File: config.mk
export PLATFORM = sky130hd
export DESIGN_NAME = int_controller
export DESIGN_NICKNAME = d
export VERILOG_FILES = /design/src/rtl/int_controller.sv
export SDC_FILE = /design/constraint.sdc
export NUM_CORES = 1
export LEC_CHECK = 0
export ABC_AREA = 1
export CAP_MARGIN = 10
export CORE_MARGIN = 3
export CORE_UTILIZATION = 35
export CTS_CLUSTER_DIAMETER = 60
export DETAILED_ROUTE_END_ITERATION = 6
export PLACE_DENSITY = 0.62
export SYNTH_ARGS = -nofsm -noshare
export SYNTH_HDL_FRONTEND = slang
export SYNTH_SLANG_ARGS = --single-unit
export TNS_END_PERCENT = 5
File: constraint.sdc
create_clock -name clk -period 3 [get_ports clk]
set_input_delay 0.45 -clock clk [delete_from_list [all_inputs] [get_ports clk]]
set_output_delay 0.45 -clock clk [all_outputs]
set_load 0.01 [all_outputs]
File: src/rtl/int_controller.sv
// int_controller
//   Vectored interrupt controller placed in front of the CPU interrupt inputs.
//   Each IRQ line is synchronised and then either edge-latched or level-mirrored
//   into PEND. The lowest-indexed pending and unmasked source wins. Its vector is
//   presented on int_num with int_in raised, and both are held until int_ack.
//
// Ports
//   clk        system clock, shared with the CPU
//   clr        asynchronous active-low reset
//   irq        raw asynchronous interrupt lines, active-high
//   int_in     interrupt request to the CPU (registered)
//   int_num    20-bit vector {VBASE, sel}, stable while int_in=1 (registered)
//   int_ack    CPU acknowledge; only the cycle it is sampled in REQ matters
//   cfg_we     register write strobe
//   cfg_addr   0=MASK 1=EDGE 2=PEND 3=VBASE
//   cfg_wdata  register write data
//   cfg_rdata  register read data, combinational from cfg_addr
//
// FSM states
//   state  | meaning
//   IDLE   | no request outstanding; latch winner and vector when any request is pending
//   REQ    | int_in=1, vector frozen; waiting for int_ack
//   HOLD   | one dead cycle so the CPU can drop int_ack and level sources can deassert

module int_controller #(
  parameter int N_SRC    = 8,
  parameter int SYNC_STG = 2
) (
  input  logic             clk,
  input  logic             clr,
  input  logic [N_SRC-1:0] irq,
  output logic             int_in,
  output logic [19:0]      int_num,
  input  logic             int_ack,
  input  logic             cfg_we,
  input  logic [1:0]       cfg_addr,
  input  logic [31:0]      cfg_wdata,
  output logic [31:0]      cfg_rdata
);

  localparam logic [1:0] A_MASK  = 2'd0;
  localparam logic [1:0] A_EDGE  = 2'd1;
  localparam logic [1:0] A_PEND  = 2'd2;

  typedef enum logic [1:0] {
    S_IDLE = 2'd0,
    S_REQ  = 2'd1,
    S_HOLD = 2'd2
  } state_t;

  // Input path
  logic [SYNC_STG-1:0][N_SRC-1:0] sync_q;
  logic [N_SRC-1:0]               lvl_s;
  logic [N_SRC-1:0]               prev_q;
  logic [N_SRC-1:0]               rise;

  // Configuration / status
  logic [N_SRC-1:0] mask_q;
  logic [N_SRC-1:0] edge_q;
  logic [N_SRC-1:0] pend_q;
  logic [N_SRC-1:0] pend_d;
  logic [14:0]      vbase_q;

  logic             wr_mask;
  logic             wr_edge;
  logic             wr_pend;
  logic             wr_vbase;
  logic [N_SRC-1:0] w1c;

  // Selection / FSM
  logic [N_SRC-1:0] req_vec;
  logic             req_any;
  logic [4:0]       sel_c;
  state_t           state_q;
  logic             int_in_q;
  logic [19:0]      int_num_q;
  logic [4:0]       sel_q;
  logic             ack_clr;

  logic             unused_wdata;
  assign unused_wdata = ^cfg_wdata;

  // ---------------------------------------------------------------------------
  // Synchroniser chain plus one edge-detect flop. sync_q[0] takes the raw line.
  // ---------------------------------------------------------------------------
  always_ff @(posedge clk or negedge clr) begin
    if (!clr) begin
      sync_q <= '0;
      prev_q <= '0;
    end else begin
      sync_q <= {sync_q[SYNC_STG-2:0], irq};
      prev_q <= lvl_s;
    end
  end

  assign lvl_s = sync_q[SYNC_STG-1];
  // prev_q resets low, so a line already high at reset release yields one edge.
  assign rise  = lvl_s & ~prev_q;

  // ---------------------------------------------------------------------------
  // Register writes
  // ---------------------------------------------------------------------------
  assign wr_mask  = cfg_we && (cfg_addr == A_MASK);
  assign wr_edge  = cfg_we && (cfg_addr == A_EDGE);
  assign wr_pend  = cfg_we && (cfg_addr == A_PEND);
  assign wr_vbase = cfg_we && (cfg_addr == 2'd3);
  assign w1c      = wr_pend ? cfg_wdata[N_SRC-1:0] : '0;

  always_ff @(posedge clk or negedge clr) begin
    if (!clr) begin
      mask_q  <= '0;
      edge_q  <= '0;
      vbase_q <= '0;
    end else begin
      if (wr_mask)  mask_q  <= cfg_wdata[N_SRC-1:0];
      if (wr_edge)  edge_q  <= cfg_wdata[N_SRC-1:0];
      if (wr_vbase) vbase_q <= cfg_wdata[19:5];
    end
  end

  // ---------------------------------------------------------------------------
  // PEND: edge sources set on rise and clear on W1C or their own ack, with the
  // set taking priority. Level sources simply track the synchronised line.
  // ---------------------------------------------------------------------------
  assign ack_clr = (state_q == S_REQ) && int_ack;

  always_comb begin
    pend_d = pend_q;
    for (int i = 0; i < N_SRC; i++) begin
      if (edge_q[i]) begin
        if (rise[i]) begin
          pend_d[i] = 1'b1;
        end else if (w1c[i] || (ack_clr && (sel_q == 5'(i)))) begin
          pend_d[i] = 1'b0;
        end
      end else begin
        pend_d[i] = lvl_s[i];
      end
    end
  end

  always_ff @(posedge clk or negedge clr) begin
    if (!clr) begin
      pend_q <= '0;
    end else begin
      pend_q <= pend_d;
    end
  end

  // ---------------------------------------------------------------------------
  // Read mux
  // ---------------------------------------------------------------------------
  always_comb begin
    cfg_rdata = '0;
    case (cfg_addr)
      A_MASK:  cfg_rdata[N_SRC-1:0] = mask_q;
      A_EDGE:  cfg_rdata[N_SRC-1:0] = edge_q;
      A_PEND:  cfg_rdata[N_SRC-1:0] = pend_q;
      default: cfg_rdata[19:5]      = vbase_q;
    endcase
  end

  // ---------------------------------------------------------------------------
  // Priority pick: scanning downward lets the lowest set index win.
  // ---------------------------------------------------------------------------
  assign req_vec = pend_q & mask_q;
  assign req_any = |req_vec;

  always_comb begin
    sel_c = '0;
    for (int i = N_SRC - 1; i >= 0; i--) begin
      if (req_vec[i]) sel_c = 5'(i);
    end
  end

  // ---------------------------------------------------------------------------
  // Request FSM. The vector uses current register values, so a cfg write in
  // the entry cycle is not reflected until the next request.
  // ---------------------------------------------------------------------------
  always_ff @(posedge clk or negedge clr) begin
    if (!clr) begin
      state_q   <= S_IDLE;
      int_in_q  <= 1'b0;
      int_num_q <= '0;
      sel_q     <= '0;
    end else begin
      case (state_q)
        S_IDLE: begin
          if (req_any) begin
            state_q   <= S_REQ;
            int_in_q  <= 1'b1;
            sel_q     <= sel_c;
            int_num_q <= {vbase_q, sel_c};
          end
        end
        S_REQ: begin
          if (int_ack) begin
            state_q  <= S_HOLD;
            int_in_q <= 1'b0;
          end
        end
        S_HOLD: begin
          state_q <= S_IDLE;
        end
        default: begin
          state_q  <= S_IDLE;
          int_in_q <= 1'b0;
        end
      endcase
    end
  end

  assign int_in  = int_in_q;
  assign int_num = int_num_q;

endmodule

Word level (Yosys, flattened, before mapping)
Cells that the tools add are included.
Word-level totals
  register bits: 91
  output and inout port bits: 53
Cells by class
  equality and inequality tests: 22
  multiplexer cells: 42
  bitwise logic cells: 4
  reduce and logical (&&, ||, !) cells: 29
Operator list (count)
  2-to-1 mux 1 bit: 26
  != test 3 x 2 -> 1 bit, second input constant: 8
  == test 5 x 3 -> 1 bit, second input constant: 4
  bitwise AND 8 bit: 2
  2-to-1 mux 3 bit: 5
  2-to-1 mux 5 bit: 3
  case mux 5 bit (3 select lines): 1
  logical AND 1 bit: 13
  2-to-1 mux 12 bit: 1
  == test 5 x 2 -> 1 bit, second input constant: 2
  case mux 3 bit (3 select lines): 1
  logical OR 1 bit: 8
  2-to-1 mux 8 bit: 1
  inverter 8 bit: 1
  OR reduction 8 bit: 1
  == test 2 bit, second input constant: 3
  == test 5 x 1 -> 1 bit, second input constant: 1
  zero test 5 bit: 1
  == test 2 x 1 -> 1 bit, second input constant: 2
  zero test 2 bit: 2
  2-to-1 mux 2 bit: 2
  != test 2 bit, second input constant: 2
  case mux 2 bit (2 select lines): 1
  AND reduction 2 bit: 2
  4 further kinds: 4

Depth between registers and ports, before layout
  depth in word-level cells: 9
  gate-level depth with buffers: 10

Worst setup path after synthesis
No wires, ideal clock.
  path type: input-to-output
  from: input port cfg_addr[0]
  to: output port cfg_rdata[5]
  data arrival time: 1.011 ns
  required time: 2.550 ns
  setup slack: 1.539 ns
  cell stages on the path: 7
  buffers on the path: 0
  path through: inv_2 > nand2_1 > inv_2 > nand2_1 > nand2_1 > a21oi_1 > o21ai_0
On the way
  longest elaborated chain between the ends: 2
  elaborated cells between the ends (all ways): 4
RTL lines
  from (decl): RTL line 36  | input logic [1:0] cfg_addr,
  == test 2 bit, or another cell as far along: RTL line 155  | case (cfg_addr)
  case mux 3 bit (3 select lines) (*): RTL line 155
  to (decl): RTL line 38  | output logic [31:0] cfg_rdata
Mark *: on every way between the ends. The rest lies on a longest branch, timed or not.

Worst setup path after layout
  from: input port cfg_addr[0]
  to: output port cfg_rdata[6]
Same word-level chain as after synthesis.

==> results.md <==
* Netlist area before placement at 3500 um^2
* Clock tree from TritonCTS: built
* Antenna-violating nets left at 0
* Deepest clock path buffer count at 2
* Routed WL per cell at 13.1 um
* Full die area at 11200 um^2
* Final setup TNS at 0 ns
* Clock tree sinks at 84
* Register-to-register setup slack at 1.51 ns
* Setup crit end kind: output port
* Vias in the first global route at 2583
* Number of I/O pins at 99
* RSZ-0062 raised after global routing: false
* PortBufs at 72
* Synth Instances at 381
* Final hold viol count at 0
* Maximum number of pins on one net before global-route repair at 85
* Power density cells at 762 nW/um^2
* FF-to-FF End: int_num[1]
* Y dimension of the die at 106 um
* Clk_skew at 0.0117 ns
* Total core area at 9500 um^2
* Most common library cell in the layout ignoring fill and taps: sky130_fd_sc_hd__nand2_1
* Proportion of synthesized chip area in sequential cells at 60.0%
* Required time of the critical path at 2.55 ns
* Final setup margin at 0.253 ns
* Worst voltage drop across the vdd grid at 322 uV
* FF-to-FF Start: pend_q[1]
* Placer Congestion at 0.747
* Slew @ Worst Pin at 1.04 ns
* Leading cell types in the layout, fill and taps excluded: sky130_fd_sc_hd__nand2_1, sky130_fd_sc_hd__dfrtp_1, sky130_fd_sc_hd__clkdlybuf4s50_1
* Outcome: completed
* Global-route wire length before repair at 12800 um
* Worst skew pair latency at 0.36 ns
* Total Wirelength at 7710 um
* Clock slew at reported path FFs at 0.08 ns
* Worst Setup Path Type: in -> out
* Final net count at 504
* Synth warn at 0
* Post-CTS Setup Inserts at 0
* Vias after detailed routing at 2672
* Fmax achieved at 364 MHz
* Core Rows at 35
* Clock tree root driver cell: sky130_fd_sc_hd__clkbuf_8
* Number of buffers created by CTS at 9
* Inserted Diodes at 0
* Post-detail-place hpwl at 5430 um
* Data arrival time of the worst path at 2.30 ns
* Flip-flop and latch count after synthesis at 84
* Crit path launch type: input pin
* Global-route congestion overflow total at 0
* Mapped Avg Cell Area at 9.20 um^2
* Unique cell type count in the Yosys netlist at 21
* Max Transition Viols Final at 0
* Largest driver fanout on the critical path at 8
* Worst Reg-to-Reg Cells at 7
* Placement Setup Slack at 0.295 ns
* Pleak at 2.15 nW
* Area contributors post-synth: sky130_fd_sc_hd__dfrtp_1, sky130_fd_sc_hd__nand2_1, sky130_fd_sc_hd__o21ai_0
* Antenna violations before repair at 0
* Hold buffer count at CTS at 0
* Worst min path class: in -> async
* Global-route total usage across every layer at 14.7%
* Area delta synth->final at 28.6%
* Die extent in x at 106 um
* Max-cap violations at 0
* Count of cells resized by post-cts repair at 0
* Fraction of synthesized cell area taken by the top area cell type at 60.0%
* Post-route minimum period at 2.75 ns
* # DRC at 0
* Avg Vias per Cell at 4.52
* Initial standard-cell utilization of the core at 36.9%
* Final number of setup-violating endpoints at 0
* Share of final-layout standard cells stronger than drive strength 1 at 8.66%
* Share of the clock period used by the worst path at 91.6%
* Rel. slew slack at 30.8%
* Number of cells in the design after placement at 576
* DR iter-0 viols at 127
* # H-tree levels at 3
* First-pass DRT Iterations at 5
* Dominant cell type by area after synthesis: sky130_fd_sc_hd__dfrtp_1
* Non-filler cells in the finished layout at 591
-- synthesized netlist by cell type --
cell type                  count
sky130_fd_sc_hd__o21ai_0      32
sky130_fd_sc_hd__nand3_1      14
sky130_fd_sc_hd__conb_1        1
sky130_fd_sc_hd__o21ai_1       4
sky130_fd_sc_hd__nor2_1       37
sky130_fd_sc_hd__clkbuf_1      2
sky130_fd_sc_hd__buf_4        14
sky130_fd_sc_hd__a31o_2        1
sky130_fd_sc_hd__o21ai_2      10
sky130_fd_sc_hd__nor3_2        1
sky130_fd_sc_hd__inv_1        31
sky130_fd_sc_hd__nand2_4       3
sky130_fd_sc_hd__nor2_4        3
sky130_fd_sc_hd__buf_6         5
sky130_fd_sc_hd__a21oi_1      16
sky130_fd_sc_hd__dfrtp_1      84
sky130_fd_sc_hd__nand3b_1      1
sky130_fd_sc_hd__nand2_1     117
sky130_fd_sc_hd__buf_2         2
sky130_fd_sc_hd__inv_2         2
sky130_fd_sc_hd__nor3_1        1
-- metal layers --
layer  GRT usage, %  vias to the layer above  routed length, um
met5              0                        -                  0
met2           22.6                       76               3640
met1           19.7                     1267               3560
li1               -                     1317                  -
met4           5.92                        0                121
met3           3.89                       12                399
-- flip-flops by register name, indices dropped and copies added, names as in the netlist --
| name | count |
|---|---|
| state_q | 2 |
| mask_q | 8 |
| lvl_s | 8 |
| prev_q | 8 |
| pend_q | 8 |
| vbase_q | 15 |
| sync_q | 8 |
| int_num | 18 |
| int_in | 1 |
| edge_q | 8 |
-- power breakdown --
part | leakage (nW) | internal [mW] | switching [mW]
sequential | 0.991 | 1.37 | 0.149
clock | 0.109 | 0.491 | 0.406
combinational | 1.05 | 0.475 | 0.537
-- layout make-up --
class                      count  area [um^2]
clock buffer                  10          138
clock inverter                 5         85.1
fill                         894         5000
inverter                      33          124
multi-input combinational    254         1150
sequential                    84         2100
tap                          129          161
timing repair buffer          76          748
-- per-stage QoR --
| step | util [%] | cell area [um^2] | power, mW | hold WS, ns |
|---|---|---|---|---|
| after global routing | 47.4 | 4510 | 3.67 | 0.359 |
| final | 47.4 | 4510 | 3.43 | 0.280 |
| after detailed placement | 45.1 | 4280 | 2.57 | 0.336 |
| after global placement | 45.1 | 4280 | 2.55 | 0.333 |
| after floorplan | - | 3550 | 2.11 | 0.154 |
| after CTS | 47.4 | 4510 | 3.48 | 0.318 |
-- worst max path at each step --
stage	startpoint	end	slack, ns	cells after the start
after floorplan	cfg_addr[0]	cfg_rdata[5]	1.54	7
after global placement	cfg_addr[0]	cfg_rdata[6]	0.31	9
after detailed placement	cfg_addr[0]	cfg_rdata[6]	0.29	9
after CTS	cfg_addr[0]	cfg_rdata[6]	0.28	9
after global routing	cfg_addr[0]	cfg_rdata[6]	0.12	9
final	cfg_addr[0]	cfg_rdata[6]	0.25	9
-- kinds of logic after synthesis --
kind of cell / count (synthesis) / share of synthesized area, %
and+or+nand+nor: 177 / 21.1
DFF: 84 / 60.0
AOI/OAI and AO/OA: 63 / 10.2
other: 1 / 0.107
buffers and inverters: 56 / 8.64
-- worst max-delay path, stage by stage --
cell and delay (ns):
sky130_fd_sc_hd__clkdlybuf4s50_1 0.51, sky130_fd_sc_hd__inv_2 0.13, sky130_fd_sc_hd__nand2_1 0.11, sky130_fd_sc_hd__inv_2 0.18
sky130_fd_sc_hd__nand2_1 0.07, sky130_fd_sc_hd__nand2_1 0.06, sky130_fd_sc_hd__a21oi_1 0.04, sky130_fd_sc_hd__o21ai_0 0.14
sky130_fd_sc_hd__clkdlybuf4s50_1 0.60
(Power assumes the default switching activity.)
